### src/rtl/color_channel_ctrl.sv
// Shares one rotary-encoder count between three 8-bit colour channels (red, green, blue).
// A debounced push button rotates the active channel; encoder deltas are scaled and saturated.
module color_channel_ctrl #(
    parameter int unsigned STEP     = 4,
    parameter int unsigned DEBOUNCE = 250000,
    parameter logic [7:0]  INIT     = 8'd0
) (
    input  logic       clk,
    input  logic       reset,
    input  logic [7:0] enc_value,
    input  logic       btn,
    output logic [7:0] red,
    output logic [7:0] green,
    output logic [7:0] blue,
    output logic [1:0] sel,
    output logic       changed
);

    localparam int unsigned      CNT_W   = $clog2(DEBOUNCE);
    localparam logic [CNT_W-1:0] CNT_MAX = CNT_W'(DEBOUNCE - 1);

    typedef enum logic [1:0] {
        SEL_R = 2'd0,
        SEL_G = 2'd1,
        SEL_B = 2'd2
    } sel_state_e;

    logic             r_sync1;
    logic             r_sync2;
    logic             r_db_level;
    logic [CNT_W-1:0] r_db_cnt;
    logic [1:0]       r_fill;
    logic             r_armed;

    sel_state_e       r_state;
    sel_state_e       w_state_next;
    logic             w_sel_adv;

    logic [7:0]       r_red;
    logic [7:0]       r_green;
    logic [7:0]       r_blue;
    logic [7:0]       r_last;
    logic             r_changed;

    logic             w_db_diff;
    logic             w_db_accept;
    logic             w_sync_valid;
    logic             w_press;

    logic [7:0]       w_delta;
    logic             w_delta_nz;
    logic [7:0]       w_cur;
    logic [7:0]       w_new;
    logic             w_ch_write;
    logic signed [15:0] w_cur_s;
    logic signed [15:0] w_delta_s;
    logic signed [15:0] w_step_s;
    logic signed [15:0] w_sum;

    // Button synchronizer
    always_ff @(posedge clk or posedge reset) begin
        if (reset) begin
            r_sync1 <= 1'b0;
            r_sync2 <= 1'b0;
        end else begin
            r_sync1 <= btn;
            r_sync2 <= r_sync1;
        end
    end

    assign w_db_diff   = (r_sync2 != r_db_level);
    assign w_db_accept = w_db_diff && (r_db_cnt == CNT_MAX);

    always_ff @(posedge clk or posedge reset) begin
        if (reset) begin
            r_db_level <= 1'b0;
            r_db_cnt   <= '0;
        end else if (w_db_accept) begin
            r_db_level <= r_sync2;
            r_db_cnt   <= '0;
        end else if (w_db_diff) begin
            r_db_cnt   <= r_db_cnt + CNT_W'(1);
        end else begin
            r_db_cnt   <= '0;
        end
    end

    // Presses are only honoured once the button has been seen released after reset,
    // so a button held through reset release cannot advance the channel.
    assign w_sync_valid = (r_fill == 2'd2);

    always_ff @(posedge clk or posedge reset) begin
        if (reset) begin
            r_fill  <= 2'd0;
            r_armed <= 1'b0;
        end else begin
            if (!w_sync_valid) begin
                r_fill <= r_fill + 2'd1;
            end
            if (w_sync_valid && !r_sync2 && !r_db_level) begin
                r_armed <= 1'b1;
            end
        end
    end

    assign w_press = w_db_accept && r_sync2 && r_armed;

    // Channel select FSM
    always_ff @(posedge clk or posedge reset) begin
        if (reset) begin
            r_state <= SEL_R;
        end else begin
            r_state <= w_state_next;
        end
    end

    always_comb begin
        w_state_next = r_state;
        w_sel_adv    = 1'b0;
        if (w_press) begin
            w_sel_adv = 1'b1;
            unique case (r_state)
                SEL_R:   w_state_next = SEL_G;
                SEL_G:   w_state_next = SEL_B;
                SEL_B:   w_state_next = SEL_R;
                default: w_state_next = SEL_R;
            endcase
        end
    end

    // Encoder delta, scaled and saturated against the currently selected channel
    assign w_delta    = enc_value - r_last;
    assign w_delta_nz = |w_delta;

    always_comb begin
        w_cur = r_red;
        case (r_state)
            SEL_G:   w_cur = r_green;
            SEL_B:   w_cur = r_blue;
            default: w_cur = r_red;
        endcase
    end

    assign w_cur_s   = {8'd0, w_cur};
    assign w_delta_s = {{8{w_delta[7]}}, w_delta};
    assign w_step_s  = 16'(STEP);
    assign w_sum     = w_cur_s + w_delta_s * w_step_s;

    always_comb begin
        w_new = w_sum[7:0];
        if (w_sum < 16'sd0) begin
            w_new = 8'd0;
        end else if (w_sum > 16'sd255) begin
            w_new = 8'hFF;
        end
    end

    assign w_ch_write = w_delta_nz && (w_new != w_cur);

    always_ff @(posedge clk or posedge reset) begin
        if (reset) begin
            r_red     <= INIT;
            r_green   <= INIT;
            r_blue    <= INIT;
            r_last    <= 8'd0;
            r_changed <= 1'b0;
        end else begin
            r_last    <= enc_value;
            r_changed <= w_ch_write || w_sel_adv;
            if (w_ch_write) begin
                case (r_state)
                    SEL_G:   r_green <= w_new;
                    SEL_B:   r_blue  <= w_new;
                    default: r_red   <= w_new;
                endcase
            end
        end
    end

    assign red     = r_red;
    assign green   = r_green;
    assign blue    = r_blue;
    assign sel     = r_state;
    assign changed = r_changed;

    a_sel_legal : assert property (@(posedge clk) disable iff (reset) r_state != 2'd3);

endmodule

### config.mk
export PLATFORM = sky130hd
export DESIGN_NAME = color_channel_ctrl
export DESIGN_NICKNAME = d
export VERILOG_FILES = /design/src/rtl/color_channel_ctrl.sv
export SDC_FILE = /design/constraint.sdc
export NUM_CORES = 1
export LEC_CHECK = 0
export ABC_AREA = 1
export CAP_MARGIN = 20
export CORE_UTILIZATION = 57
export DETAILED_ROUTE_END_ITERATION = 12
export PLACE_DENSITY = 0.91
export SLEW_MARGIN = 20
export SYNTH_ARGS = -nofsm -noshare
export SYNTH_HDL_FRONTEND = slang
export SYNTH_SLANG_ARGS = --single-unit
export TNS_END_PERCENT = 50
### constraint.sdc
create_clock -name clk -period 4.14 [get_ports clk]
set_clock_uncertainty 0.1 [all_clocks]
set_input_delay 0.414 -clock clk [delete_from_list [all_inputs] [get_ports clk]]
set_output_delay 0.414 -clock clk [all_outputs]
set_load 0.05 [all_outputs]
==> impl_results.md, run 1 <==
- # diodes: 0
- Fin. max-slew vios: 0
- # setup viols final: 0
- Area occupied by multi-input gates: ~1900 um2
- Worst EP required: around 4.3 ns
- Row cnt: 28
- HPWL Detailed: 6.14 mm
- CP arrival: approximately 4.3 ns
- Maximum vdd drop: about 0.00062 V
- Die W: just over 80 um
- IO Count: 38
- GP Congestion: 1.04
- Relative slew slack: 0.470
- H-tree levels: 3
- Max FO, Critical Path: 9
- Layout cells sized above 1: 0.167
- Fin crit share: 0.988
- Gr ovfl total: 0
- Post-Syn Area: 3510 um2
- Vias per cell: around 6.0
- Status: complete, no violations
- Skew-Pair Late Insertion Delay: 0.34 ns
- Final hold vios: 0
- Initial DRC count: between 500 and 600
- Layout area overhead: 28.8%
- Avg Cell Area, Syn: around 8 um2
- Critical path class: reg -> reg
- DRC: 0
- #FFs+latches synth: 59
- WL/cell: ~17 um
- CTS buffer count: 9
- CP endpoint kind: flip-flop
- CTS tree: yes
- IO buf count: 37
- Ys Warns: 0
- GRT Util Overall: 0.294
- Routed wire length: roughly 10 mm
- Initial antenna violation count: 0
- Clock Path Buffers: 2
- Sequential cell area: ~1500 um2
- Worst hold path type: reg -> reg
- Fmax: between 200 and 250 MHz
- First-pass GRT wire length: around 14 mm
- Lkg Pwr: 2.23 nW
- Largest net degree at the start of global routing: 40
- Mapped Cells: between 400 and 500
- R2R depth: 23
- Hold path cells: 0
- TNS Setup: 0 ns
- Pwr Total: roughly 0.0028 W
- Critical Path Source Type: flip-flop
- Vias in the first global route: about 3200
- Pwr dens: roughly 620 nW/um2
- Fill cells: roughly 370
- Max cap viols: 0
- Final ANT Viol Nets: 0
- Core ar.: between 5000 and 6000 um2
- First-pass DRT Iterations: 5
- Post-synth cell types: 37
- Post-synthesis sequential area ratio: 0.420
- CTS root buf: clkbuf_8
- Die Span Y: ~81 um
- Via count: approximately 3500
- Mapped Nets: about 470
- Initial Utilization: 0.593
- Worst-Margin Slew: slightly below 0.8 ns
- Clk sinks: roughly 60
- Layout Nets: 538
- Min Tclk post-route: ~4 ns
- Die area: approximately 6500 um2
- Clock transition at path regs: 0.07 ns
## cell usage after synthesis
master	count	share of area
nand2_1	120	0.13
inv_1	60	0.064
dfrtp_1	59	0.42
nand4_1	30	0.053
nor2_1	26	0.028
a21oi_1	22	0.031
ha_1	19	0.068
nand3_1	15	0.021
o21ai_0	14	0.020
clkbuf_1	8	0.0085
nor3_1	7	0.010
nor4_1	6	0.011
xnor2_1	6	0.015
xor2_1	6	0.015
a221o_1	5	0.014
nand3_2	4	0.011
nor2_2	4	0.0071
mux2_2	3	0.0096
a21o_1	2	0.0043
a22o_1	2	0.0050
a31oi_1	2	0.0036
buf_6	2	0.0064
fa_1	2	0.011
inv_2	2	0.0021
nand2_2	2	0.0036
a211oi_1	1	0.0021
a21oi_2	1	0.0025
a311oi_1	1	0.0025
a31o_2	1	0.0025
and2_1	1	0.0018
buf_1	1	0.0011
nand2_4	1	0.0032
nand3_4	1	0.0050
nor3b_1	1	0.0021
o21a_1	1	0.0021
o21ai_1	1	0.0014
or2_2	1	0.0018
## timing repair
item / in CTS / in global routing
hold endpoints to repair: 0 / 0
buffers inserted: 0 / 4
endpoints found under the setup margin: 0 / 25
hold buffers: 0 / 0
gates resized for setup: 0 / 33
## cells by family after synthesis
group | share of synthesized area
mux | 0.00961
buf+inv | 0.0823
fa+ha+maj | 0.0791
simple gates | 0.287
flops | 0.420
xor+xnor | 0.0299
compound gates | 0.0915
## sequential cells by signal (all words and copies together) (netlist names)
signal / count
r_last: 8
r_armed: 1
red: 8
r_fill: 2
r_sync2: 1
changed: 1
r_db_cnt: 18
r_sync1: 1
r_db_level: 1
green: 8
sel: 2
blue: 8
## path summary, 6_finish.rpt
path	startpoint	endpoint	slack, ns
setup / recovery	sel[1]	green[1]	0.05
hold / removal	r_sync1	r_sync2	0.31
setup reg to reg	sel[1]	green[1]	0.05
hold reg to reg	r_sync1	r_sync2	0.31
max in group asynchronous	reset	sel[0]	2.69
min in group asynchronous	reset	r_sync1	0.44
## cell type report
class	count	area share
clock buffer	12	0.0343
timing repair buffer	64	0.127
tap	75	0.0207
clock inverter	2	0.0133
inverter	62	0.0514
multi-input combinational	310	0.426
sequential	59	0.326
## placed cells by master, fill, tap and decap left out, types with 2 or more instances in the layout
cell type,n
nand2_2,4
inv_2,4
nand2_1,118
xor2_1,3
clkbuf_8,11
a21o_1,2
o21ai_0,11
clkdlybuf4s50_1,37
nor3_1,6
a21oi_1,19
dfrtp_1,58
xnor2_1,6
nand3_4,5
nor4_1,6
buf_4,26
nor2_2,2
a21oi_2,4
mux2_2,3
nor2_1,25
nor2_4,3
fa_2,2
a22o_1,2
xor2_2,3
o21ai_2,2
nand3_1,15
ha_1,14
bufinv_16,2
o21ai_1,2
ha_4,4
nand4_1,30
nand3_2,2
inv_1,58
a221o_1,5
## metrics by stage
stage	utilization	area (um2)	hold WS [ns]	instances	setup WS, ns
5_1_grt	0.765	4530	0.313	584	-0.182
2_1_floorplan	-	3510	0.231	440	0.245
4_1_cts	0.728	4310	0.305	578	0.0415
3_5_place_dp	0.691	4090	0.288	564	-0.192
3_3_place_gp	0.691	4090	0.279	564	-0.0483
6_report	0.765	4530	0.307	584	0.0506
## critical path, cell delays in order (launching register included)
cell	delay [ns]
dfrtp_1	0.41
buf_4	0.15
ha_1	0.22
buf_4	0.18
a221o_1	0.38
o21ai_0	0.12
inv_1	0.13
ha_4	0.31
nand2_1	0.09
nor3_2	0.24
nor2_2	0.09
nor2_2	0.13
nand3_1	0.09
nand2_2	0.09
nand2_4	0.08
nand2_1	0.11
nand2_2	0.11
nand2_1	0.09
nand3_1	0.12
nor2_4	0.24
nand3_4	0.19
nand3_4	0.15
nand2_1	0.10
nand2_1	0.10
## metal layers
layer / track usage / share of wire
met1: 0.379 / 0.40
met2: 0.472 / 0.47
met3: 0.0636 / 0.088
met4: 0.129 / 0.048
met5: 0 / 0
## power by group
group | switching (W) | internal, W | leakage [nW]
registers | 0.0000450 | 0.000630 | 0.766
logic | 0.000997 | 0.000560 | 1.36
clock network | 0.000220 | 0.000365 | 0.109
total | 0.00126 | 0.00156 | 2.23
Note: power is estimated with default switching activity, not from simulation.
==> run 2, diff against run 1 <==
--- a/config.mk
+++ b/config.mk
@@ -7,6 +7,7 @@
 export LEC_CHECK = 0
 export ABC_AREA = 1
 export CAP_MARGIN = 20
+export CORE_MARGIN = 2
 export CORE_UTILIZATION = 57
 export DETAILED_ROUTE_END_ITERATION = 12
 export PLACE_DENSITY = 0.91
==> impl_results.md, run 2 (synthesized netlist as in run 1, its figures left out) <==
- Status: complete, no violations
- Worst path most repeated cell: nand2_1
- WL/cell: 15.1 um (-9.6%)
- Seq pwr share: 0.262 (+0.022)
- Hold path cells: 0 (unchanged)
- Clock transition at path regs: 0.07 ns (about the same)
- First-pass DRT Iterations: 5 (unchanged)
- Vias per cell: 5.75 (-3.8%)
- Initial antenna violation count: 0 (unchanged)
- Vias in the first global route: 3164 (-1.2%)
- HPWL Detailed: 6.33 mm (+3.2%)
- CTS Hold Buffers Added: 0 (unchanged)
- CP endpoint kind: flip-flop
- Die W: 82.5 um (+2.5%)
- Gr ovfl total: 0 (unchanged)
- H-tree levels: 3 (unchanged)
- Placed Instances: 569 (+0.89%)
- Fin cells: 591 (+1.2%)
- Critical path class: reg -> reg
- RSZ-0062 raised after global routing: true
- R2R depth: 27 (+17%)
- Fin crit share: 0.956 (-0.0315)
- Combinational Power Share: 0.547 (-0.005)
- Initial Utilization: 0.590 (-0.00349)
- Row cnt: 28 (unchanged)
- DRC: 0 (unchanged)
- Pre-CTS setup slack: -0.178 ns (+0.0146 ns)
- Reg-to-reg critical path endpoint: green[3]
- Fmax: 253 MHz (+3.3%)
- IO buf count: 37 (unchanged)
- GRT Util Overall: 0.275 (-0.0186)
- Die area: 6810 um2 (+5.0%)
- Worst-Margin Slew: 0.711 ns (-0.0841 ns)
- IO Count: 38 (unchanged)
- Min Tclk post-route: 3.96 ns (-0.130 ns)
- Critical Path Max Stage Delay: 0.44 ns (+0.03 ns)
- # diodes: 0 (unchanged)
- Commonest non-fill, non-tap cell in the layout: nand2_1
- Most frequent cells in the layout: nand2_1 (119), dfrtp_1 (59), inv_1 (57)
- End of the worst hold path: r_sync2
- Final WS setup: 0.181 ns (+0.130 ns)
- Die Span Y: 82.5 um (+2.5%)
- Clk network pwr share: 0.192 (-0.016)
- R2R Setup Slk: 0.18 ns (+0.13 ns)
- Pwr Total: 0.00257 W (-8.7%)
- Via count: 3396 (-2.7%)
- GP Congestion: 0.978 (-6.3%)
- Max FO, Critical Path: 14 (+5)
- Fill cells: 409 (+12%)
- Fin. max-slew vios: 0 (unchanged)
- Largest net degree at the start of global routing: 36 (-10%)
- Core ar.: 5960 um2 (+0.59%)
- CTS buffer count: 9 (unchanged)
- CTS root buf: clkbuf_8
- Worst hold path type: reg -> reg
- Pwr dens: 578 nW/um2 (-7.2%)
- Pint: 0.00142 W (-9.0%)
- # setup viols final: 0 (unchanged)
- Slowest-stage cell, CP: dfrtp_1
- Routed wire length: 8.93 mm (-8.5%)
- Critical Path Source Type: flip-flop
- Clk sinks: 59 (unchanged)
- Relative slew slack: 0.526 (+0.0561)
- Layout cells sized above 1: 0.163 (-0.00420)
- Skew-Pair Late Insertion Delay: 0.35 ns (about the same)
- Clock Path Buffers: 2 (unchanged)
- Layout Nets: 543 (+0.93%)
- Sw frac: 0.450 (+0.00172)
- Layout area overhead: 26.7%
- CTS tree: yes
- Worst EP required: 4.27 ns (-0.04 ns)
- CP arrival: 4.09 ns (-0.17 ns)
- Fin util: 0.747 (-0.0171)
- Lkg Pwr: 2.24 nW (+0.13%)
- Final hold vios: 0 (unchanged)
- Max cap viols: 0 (unchanged)
- RR Startpoint: sel[1]
- Maximum vdd drop: 0.000510 V (-17%)
- Max reg flops: 18 (unchanged)
- Net Sw Power: 0.00116 W (-8.4%)
- First-pass GRT wire length: 14.1 mm (-1.7%)
- Initial DRC count: 444 (-23%)
- Largest Register: r_db_cnt
- Final ANT Viol Nets: 0 (unchanged)
- Min-delay src: r_sync1
-- run 2: cell count changes in the layout (fill, tap and decap cells not counted), sizes merged --
cell,change
buf,+6
bufinv,-2
clkbuf,-1
clkinv,+3
clkinvlp,+2
nand3,-1
-- run 2: stage by stage --
stage,instance area (um2),hold slack (ns),setup TNS (ns)
floorplan,3510,0.231,0
global placement,4130,0.259,0
detailed placement,4130,0.254,-3.33
CTS,4320,0.274,0
global route,4450,0.283,-2.32
finish,4450,0.273,0
-- run 2: worst max-delay path by stage --
stage,from,to,cells after the start
4_1_cts,sel[0],changed,24
5_1_grt,enc_value[0],blue[6],29
2_1_floorplan,sel[0],green[5],25
3_3_place_gp,enc_value[0],green[0],26
3_5_place_dp,enc_value[0],green[0],25
6_report,sel[1],green[3],27
-- run 2: critical path, delay by kind of cell, from the launching register on --
kind / cells / cell delay, ns
and+or+nand+nor: 16 / 1.43
adders and majority gates: 2 / 0.55
buffers and inverters: 6 / 0.66
DFF: 1 / 0.44
AOI/OAI and AO/OA: 3 / 0.63
-- run 2: layer usage --
layer	global-route usage	vias up	part of all wire
met2	0.441	176	0.49
met1	0.364	1584	0.42
met4	0.126	0	0.024
met3	0.0500	23	0.065
met5	0	-	0
li1	-	1613	-
-- run 2: final cells by class --
class / count / area (um2) / share of cell area
Multi-Input combinational cell: 309 / 1840 / 0.414
Tap cell: 75 / 93.8 / 0.0211
Clock buffer: 11 / 151 / 0.0340
Inverter: 62 / 233 / 0.0523
Sequential cell: 59 / 1480 / 0.332
Clock inverter: 5 / 37.5 / 0.00843
Timing Repair Buffer: 70 / 618 / 0.139
-- run 2: power groups by stage --
| stage | clock (W) | sequential, W | combinational, W |
|---|---|---|---|
| floorplan | 0 | 0.000818 | 0.000700 |
| global placement | 0 | 0.000680 | 0.00121 |
| detailed placement | 0 | 0.000680 | 0.00125 |
| CTS | 0.000495 | 0.000671 | 0.00126 |
| global route | 0.000524 | 0.000677 | 0.00152 |
| finish | 0.000493 | 0.000673 | 0.00141 |
-- run 2: timing repair --
action / 4_1_cts / 5_1_grt
endpoints found under the hold margin: 0 / 0
setup endpoints to repair: 0 / 25
buffers inserted: 0 / 5
resized for setup: 0 / 22
